<file path="src/rtl/pla_vector_sequencer.sv">
// Stimulus sequencer for a flat combinational PLA: drives a vector onto x, waits
// a programmable settle time, captures z, and emits a pass/fail record with counters.
module pla_vector_sequencer #(
  parameter int unsigned NUM_IN  = 39,
  parameter int unsigned NUM_OUT = 8,
  parameter int unsigned SETTLE  = 2,
  parameter int unsigned CNT_W   = 16
) (
  input  logic               clk,
  input  logic               rst_n,
  input  logic               clear,
  input  logic               in_valid,
  output logic               in_ready,
  input  logic [NUM_IN-1:0]  in_vec,
  input  logic [NUM_OUT-1:0] in_exp,
  input  logic [NUM_OUT-1:0] in_mask,
  output logic [NUM_IN-1:0]  pla_x,
  input  logic [NUM_OUT-1:0] pla_z,
  output logic               out_valid,
  input  logic               out_ready,
  output logic [NUM_OUT-1:0] out_z,
  output logic               out_miss,
  output logic [CNT_W-1:0]   out_idx,
  output logic [CNT_W-1:0]   vec_count,
  output logic [CNT_W-1:0]   err_count,
  output logic [1:0]         dbg_state
);

  // Handshakes: a transfer happens on a rising edge where valid && ready are both
  // high. The producer holds valid and its payload stable until that edge; ready
  // never depends combinationally on valid. Both sides here are fully registered.

  typedef enum logic [1:0] {
    ST_IDLE   = 2'd0,
    ST_SETTLE = 2'd1,
    ST_REPORT = 2'd2
  } state_t;

  localparam logic [7:0]       SETTLE_INIT = 8'(SETTLE - 1);
  localparam logic [CNT_W-1:0] CNT_MAX     = '1;

  state_t             state;
  logic [7:0]         settle_cnt;
  logic [NUM_OUT-1:0] exp_r;
  logic [NUM_OUT-1:0] mask_r;

  assign dbg_state = state;

  always_ff @(posedge clk or negedge rst_n) begin
    if (!rst_n) begin
      state      <= ST_IDLE;
      settle_cnt <= '0;
      exp_r      <= '0;
      mask_r     <= '0;
      pla_x      <= '0;
      in_ready   <= 1'b0;
      out_valid  <= 1'b0;
      out_z      <= '0;
      out_miss   <= 1'b0;
      out_idx    <= '0;
      vec_count  <= '0;
      err_count  <= '0;
    end else begin
      case (state)
        ST_IDLE: begin
          in_ready <= 1'b1;
          if (in_valid && in_ready) begin
            pla_x      <= in_vec;
            exp_r      <= in_exp;
            mask_r     <= in_mask;
            out_idx    <= vec_count;
            settle_cnt <= SETTLE_INIT;
            in_ready   <= 1'b0;
            state      <= ST_SETTLE;
          end
        end
        ST_SETTLE: begin
          // pla_z is only looked at on the capture edge, so settle-time glitches are harmless
          if (settle_cnt == '0) begin
            out_z     <= pla_z;
            out_miss  <= |((pla_z ^ exp_r) & mask_r);
            out_valid <= 1'b1;
            state     <= ST_REPORT;
          end else begin
            settle_cnt <= settle_cnt - 8'd1;
          end
        end
        ST_REPORT: begin
          if (out_ready) begin
            out_valid <= 1'b0;
            in_ready  <= 1'b1;
            state     <= ST_IDLE;
          end
        end
        default: begin
          in_ready <= 1'b0;
          state    <= ST_IDLE;
        end
      endcase

      // clear takes priority over a coinciding result handshake
      if (clear) begin
        vec_count <= '0;
        err_count <= '0;
      end else if (state == ST_REPORT && out_valid && out_ready) begin
        if (vec_count != CNT_MAX) vec_count <= vec_count + 1'b1;
        if (out_miss && err_count != CNT_MAX) err_count <= err_count + 1'b1;
      end
    end
  end

endmodule
</file>
<file path="config.mk">
export PLATFORM = sky130hd
export DESIGN_NAME = pla_vector_sequencer
export DESIGN_NICKNAME = d
export VERILOG_FILES = /design/src/rtl/pla_vector_sequencer.sv
export SDC_FILE = /design/constraint.sdc
export NUM_CORES = 1
export LEC_CHECK = 0
export CAP_MARGIN = 20
export CORE_UTILIZATION = 30
export CTS_BUF_LIST = sky130_fd_sc_hd__clkbuf_4 sky130_fd_sc_hd__clkbuf_8
export CTS_CLUSTER_DIAMETER = 200
export CTS_CLUSTER_SIZE = 16
export DETAILED_ROUTE_END_ITERATION = 12
export GPL_TIMING_DRIVEN = 0
export PLACE_DENSITY = 0.68
export SLEW_MARGIN = 20
export SYNTH_ARGS = -nofsm -noshare
export SYNTH_HDL_FRONTEND = slang
export SYNTH_SLANG_ARGS = --single-unit
</file>
<file path="constraint.sdc">
create_clock -name clk -period 1.8 [get_ports clk]
set_input_delay 0.36 -clock clk [delete_from_list [all_inputs] [get_ports clk]]
set_output_delay 0.36 -clock clk [all_outputs]
set_load 0.02 [all_outputs]
</file>
==> results of run 1 <==
==> final cells by class <==
| cell class | count | area (um2) | area share [%] |
|---|---|---|---|
| inverter | 10 | 40.0 | 0.470 |
| multi-input combinational | 279 | 2460 | 28.9 |
| clock inverter | 8 | 120 | 1.41 |
| buffer | 16 | 196 | 2.31 |
| clock buffer | 22 | 278 | 3.26 |
| timing repair buffer | 206 | 2020 | 23.7 |
| sequential | 124 | 3130 | 36.7 |
| tap | 225 | 282 | 3.30 |
==> power by group through the flow <==
stage	logic, uW	registers, uW	clock network, uW
2_1_floorplan	1630	4880	0
3_3_place_gp	4070	4190	0
3_5_place_dp	4180	4240	0
4_1_cts	4350	4210	2620
5_1_grt	4670	4310	2740
6_report	4370	4180	2530
==> Yosys cell counts (all sizes together), types with 3 or more instances <==
master  number
a211oi       4
a21oi        5
and3         5
buf          9
clkbuf       8
dfrtp      124
ha           4
inv         10
mux2        80
mux2i        4
nand2       19
nand2b       4
nand3       11
nand4        7
nand4b       3
nor2        47
nor3         6
nor4        11
nor4b        4
o21ai        3
xnor2       18
xor2        18
==> how the worst max path moves through the flow <==
stage	depth (start not counted)	from	slack, ns	endpoint
detailed placement	6	out_ready	-0.68	vec_count[15]
global placement	1	rst_n	-4.92	err_count[1]
finish	8	out_ready	-0.10	vec_count[14]
CTS	5	vec_count[14]	-0.11	vec_count[11]
floorplan	5	dbg_state[0]	-0.08	vec_count[15]
global route	7	dbg_state[0]	-0.13	vec_count[14]
==> logic make-up (layout without fill, tap and decap cells) <==
group	Yosys count	after routing	synth area share, %
AOI/OAI and AO/OA	27	27	3.70
xor gates and xnor gates	36	36	5.86
DFF	124	124	57.6
adders and majority gates	4	4	0.930
and+or+nand+nor	128	128	12.3
muxes	84	84	17.5
buffers and inverters	27	262	2.07
==> sequential cells by signal (all words and copies together) (netlist names) <==
signal	cells
dbg_state	2
err_count	16
exp_r	8
in_ready	1
mask_r	8
out_idx	16
out_miss	1
out_valid	1
out_z	8
pla_x	39
settle_cnt	8
vec_count	16
==> what timing repair did <==
item / CTS / global route
cloned: 3 / 0
pin swaps: 7 / 16
endpoints found under the setup margin: 174 / 129
gates resized for setup: 112 / 56
hold endpoints to repair: 56 / 0
buffers inserted: 14 / 23
hold buffers: 1 / 0
==> stage by stage <==
step / cell area (um2) / hold slack, ns / utilization (%) / total power, uW
finish: 8520 / 0.378 / 48.9 / 11100
global route: 8520 / 0.414 / 48.9 / 11700
CTS: 8220 / 0.354 / 47.2 / 11200
detailed placement: 7480 / 0.368 / 43.0 / 8410
global placement: 7450 / 0.481 / 42.8 / 8250
floorplan: 5510 / 0.0644 / - / 6510
==> worst register-to-register path: stages (launching register included) <==
cell and delay [ns]:
dfrtp_2 0.42, nand4b_1 0.19, buf_6 0.15, buf_4 0.13
nor4_4 0.35, nand3_2 0.16, nor4b_2 0.26, nor3_1 0.08
==> per-layer routing <==
layer / track usage, % / vias up / part of all wire, %
met2: 26.9 / 159 / 50
met4: 6.36 / 0 / 1.7
met1: 19.9 / 2139 / 42
met3: 4.66 / 21 / 6.3
met5: 0 / - / 0
li1: - / 1967 / -
==> impl_metrics.tcl, run 1 <==
set metrics [dict create \
    status "complete, but fails checks" \
    violations "setup timing" \
    crit_type "primary input to flip-flop" \
    io_pins 168 \
    clk_latency_ns 0.44 \
    swShare_pct 33.1 \
    p_sw_uw 3670 \
    worstReg2RegStart "dbg_state[0]" \
    drtAntennaViolNets 0 \
    die_w_um 136 \
    place.gp.congestion 0.816 \
    chipHeight_um 136 \
    critical_path_buf_inv_count 3 \
    grt_pass1_vias 4428 \
    tightest_slew_ns 0.546 \
    finalSetupViolCount 6 \
    rows 48 \
    cts_root_buf "clkbuf_8" \
    yosysTopAreaCellShare_pct 57.6 \
    syn_to_final_growth_pct 58.3 \
    cts_tree "done" \
    seqPwrFrac_pct 37.7 \
    dr.pass1.iters 4 \
    dp.cells 822 \
    final_common_cell "dfrtp_1" \
    wire_per_inst_um 16.3 \
    num_vias 4286 \
    worst_slack_ns -0.104 \
    fin_skew_ns 0.0122 \
    rrSetupSlack_ns -0.07 \
    yosysUniqueCellTypes 48 \
    drtIter0Drc 216 \
    core_um2 17400 \
    syn_avg_cell_area_um2 12.5 \
    layout_common_cells "dfrtp_1, mux2_2, clkdlybuf4s50_1" \
    io_buffer_count 166 \
    cp-start-kind "primary input" \
    holdPathStages 3 \
    hpwl_um 9610 \
    final_nets 726 \
    hold_class "primary input to flip-flop" \
    clock_path_buffers 2 \
    slew_viol_final 0 \
    fin_tns_setup_ns -0.399 \
    slowest_delay_ns 0.57 \
    rsz0062_at_grt "yes" \
    slew-limit-headroom_pct 63.6 \
    antenna_cells 0 \
    route.detailed.drc 0 \
    path_cells "clkdlybuf4s50_1 -> nand4b_1 -> buf_6 -> buf_4 -> nor4_4 -> nand3_2 -> nor4b_2 -> nor3_1" \
    fin_crit_sh_pct 106 \
    hold_end "err_count[8]" \
    antenna_found_initial 0 \
    fillers 1535 \
    clkSinkCount 124 \
    finalHoldViolCount 0 \
    synth_top_cell_by_area "dfrtp_1" \
    cts_made_buffers 17 \
    routed_wl_um 14500 \
    fmax_mhz 525 \
    path_clk_slew_ns 0.08 \
    drv_cap 0 \
    synth_fp_nets 502 \
    cp-end-kind "flip-flop" \
    crit_slowest_cell "clkdlybuf4s50_1" \
    pre_cts_ws_ns -0.678 \
    yosysSeqAreaShare_pct 57.6 \
    synth_area_um2 5380 \
    drive_gt1_share_pct 32.9 \
    ys.flop_type "dfrtp_1" \
    floorplan.initialDensity_pct 30.9 \
    p_per_area_nw_per_um2 1300 \
    ir_worst_vdd_v 0.000680 \
    cp.arrival_ns 2.21 \
    grt_pass1_wl_um 23100 \
    min_period_ns 1.90 \
    grt_use_total_pct 16.2 \
    synthCells 430 \
    min_from "clear" \
    ys_ff_latch 124 \
    yosys-top-cells-area "dfrtp_1, mux2_2, nor2_1" \
    r2r_end "vec_count[14]" \
    synthArstFlopShare_pct 100 \
    cp_max_fo 5 \
    dieArea_um2 18500 \
    grt_overflow_total 0 \
    via_per_inst 4.82 \
    stdcell_count 890 \
    path_delay_family "simple AND/OR/NAND/NOR gates" \
    h-tree-depth 4 \
    yosys_warnings 0 \
    synth_edf_count 0 \
    grt_max_degree 69 \
    worst-r2r-cell-count 7 \
    total_leakage_power_uw 0.00411 \
    internal_power_uw 7420 \
    critPathRequiredTime_ns 2.10 \
    p_clk_share_pct 22.8 \
    pwr-share-comb_pct 39.4 \
]
No activity file was read; power rests on OpenSTA's default activity.
==> run 2: changes to the inputs <==
--- a/config.mk
+++ b/config.mk
@@ -13,7 +13,7 @@
 export DETAILED_ROUTE_END_ITERATION = 12
 export GPL_TIMING_DRIVEN = 0
 export PLACE_DENSITY = 0.68
-export SLEW_MARGIN = 20
+export SLEW_MARGIN = 30
 export SYNTH_ARGS = -nofsm -noshare
 export SYNTH_HDL_FRONTEND = slang
 export SYNTH_SLANG_ARGS = --single-unit
==> run 2 against run 1 <==
  * The flow still finishes with violations (setup timing)
  * Clock power increased by 11%
  * Wire length rose by 2.9%
  * Core utilization is 0.91 points higher
  * Sequential share of layout area fell by 0.70 points
  * Hold slack lost 0.091 ns
  * Cell count grew 0.90%
  * Combinational power decreased by 3%
  * Worst setup slack better by 0.045 ns
  * Count of clock-buffer cells in the layout up 3
==> impl_metrics.tcl, run 2 (synthesis results as in run 1) <==
set metrics [dict create \
    place.gp.congestion 0.816 \
    rsz0062_at_grt "yes" \
    dr.pass1.iters 4 \
    worst_slack_ns -0.0597 \
    fin_tns_setup_ns -0.181 \
    worstReg2RegStart "vec_count[15]" \
    cts_tree "done" \
    min_from "out_ready" \
    drive_gt1_share_pct 34.3 \
    fin_skew_ns 0.0115 \
    largest_register_ffs 39 \
    pwr-share-comb_pct 37.9 \
    slew-limit-headroom_pct 60.0 \
    grt_max_degree 69 \
    hold_end "dbg_state[1]" \
    antenna_cells 0 \
    grt_overflow_total 0 \
    finalHoldViolCount 0 \
    fin_crit_sh_pct 103 \
    io_buffer_count 166 \
    critPathRequiredTime_ns 2.16 \
    cts_made_buffers 17 \
    seqPwrFrac_pct 37.2 \
    ir_worst_vdd_v 0.000719 \
    grt_use_total_pct 16.5 \
    tightest_slew_ns 0.598 \
    drtAntennaViolNets 0 \
    p_sw_uw 3640 \
    hpwl_um 9590 \
    worst-r2r-cell-count 5 \
    regMostFlops "pla_x" \
    internal_power_uw 7610 \
    grt_pass1_wl_um 23300 \
    holdPathStages 2 \
    clkSinkCount 124 \
    wire_per_inst_um 16.6 \
    grt_pass1_vias 4494 \
    crit_type "flip-flop to flip-flop" \
    num_vias 4348 \
    grt_use_met2_pct 27.4 \
    rrSetupSlack_ns -0.06 \
    status "complete, but fails checks" \
    globalRoute.busiestLayer "met2" \
    fmax_mhz 538 \
    route.detailed.drc 0 \
    cts_root_buf "clkbuf_8" \
    slew_viol_final 0 \
    holdWs_ns 0.287 \
    h-tree-depth 4 \
    drtIter0Drc 247 \
    dieArea_um2 18500 \
    syn_to_final_growth_pct 61.3 \
    layout_common_cells "dfrtp_1, mux2_2, dlygate4sd2_1" \
    clock_path_buffers 2 \
    hold_class "primary input to flip-flop" \
    r2r_end "vec_count[11]" \
    io_pins 168 \
    rows 48 \
    drv_cap 0 \
    die_w_um 136 \
    chipHeight_um 136 \
    cp.arrival_ns 2.22 \
    final_common_cell "dfrtp_1" \
    antenna_found_initial 0 \
    clk_latency_ns 0.44 \
    fin_util_pct 49.8 \
    min_period_ns 1.86 \
    p_per_area_nw_per_um2 1300 \
    total_leakage_power_uw 0.00421 \
    violations "setup timing" \
    swShare_pct 32.3 \
    p_clk_share_pct 25.0 \
    cp_max_fo 5 \
    place_area_um2 7490 \
    routed_wl_um 14900 \
    cp-start-kind "flip-flop" \
    use_met1_pct 20.1 \
    final_nets 733 \
    grtUsageMet3_pct 4.85 \
    design_area_um2 8680 \
    core_um2 17400 \
    cp-end-kind "flip-flop" \
    via_per_inst 4.84 \
    floorplan.initialDensity_pct 30.9 \
    path_clk_slew_ns 0.07 \
    finalSetupViolCount 5 \
]
==> run 2: power groups by stage <==
stage               Sequential, uW  Combinational [uW]  Clock [uW]
global route                  4310                4550        3030
CTS                           4210                4170        2900
finish                        4180                4260        2810
floorplan                     4880                1630           0
detailed placement            4240                4180           0
global placement              4190                4070           0
==> run 2: metrics by stage <==
step           power, uW  cells  worst slack [ns]
2_1_floorplan       6510    430           -0.0842
3_3_place_gp        8250    821             -4.92
3_5_place_dp        8410    822            -0.664
4_1_cts            11300    875           -0.0640
5_1_grt            11900    898            -0.131
6_report           11200    898           -0.0597
==> run 2: area by class of cell <==
class / count / area, um2
Clock inverter: 6 / 133
Clock buffer: 25 / 325
Inverter: 10 / 40.0
Sequential cell: 124 / 3120
Buffer: 16 / 171
Multi-Input combinational cell: 279 / 2540
Fill cell: 1526 / 8740
Timing Repair Buffer: 213 / 2070
Tap cell: 225 / 282
==> run 2: how the worst max path moves through the flow <==
stage                        from            end  slack, ns
global placement            rst_n   err_count[1]      -4.92
finish              vec_count[15]  vec_count[11]      -0.06
detailed placement      out_ready  vec_count[15]      -0.66
floorplan            dbg_state[0]  vec_count[15]      -0.08
CTS                  dbg_state[0]  vec_count[15]      -0.06
global route         err_count[1]  err_count[15]      -0.13
==> run 2: repair_timing <==
action | in CTS | in global routing
cloned | 0 | 2
resized for setup | 121 | 57
hold buffers | 1 | 0
endpoints found under the setup margin | 179 | 141
pin swaps | 10 | 15
setup buffers | 23 | 21
hold endpoints to repair | 56 | 0
==> run 2: worst max-delay path, stage by stage (launching register included) <==
cell	delay [ns]
dfrtp_2	0.42
nand4_1	0.24
or4_4	0.49
or3_4	0.35
and3_4	0.19
nor3_2	0.09
==> run 2: per-layer routing <==
layer	vias up	routed length [um]
li1	1985	-
met4	0	126
met3	14	971
met5	-	0
met1	2183	6190
met2	166	7650
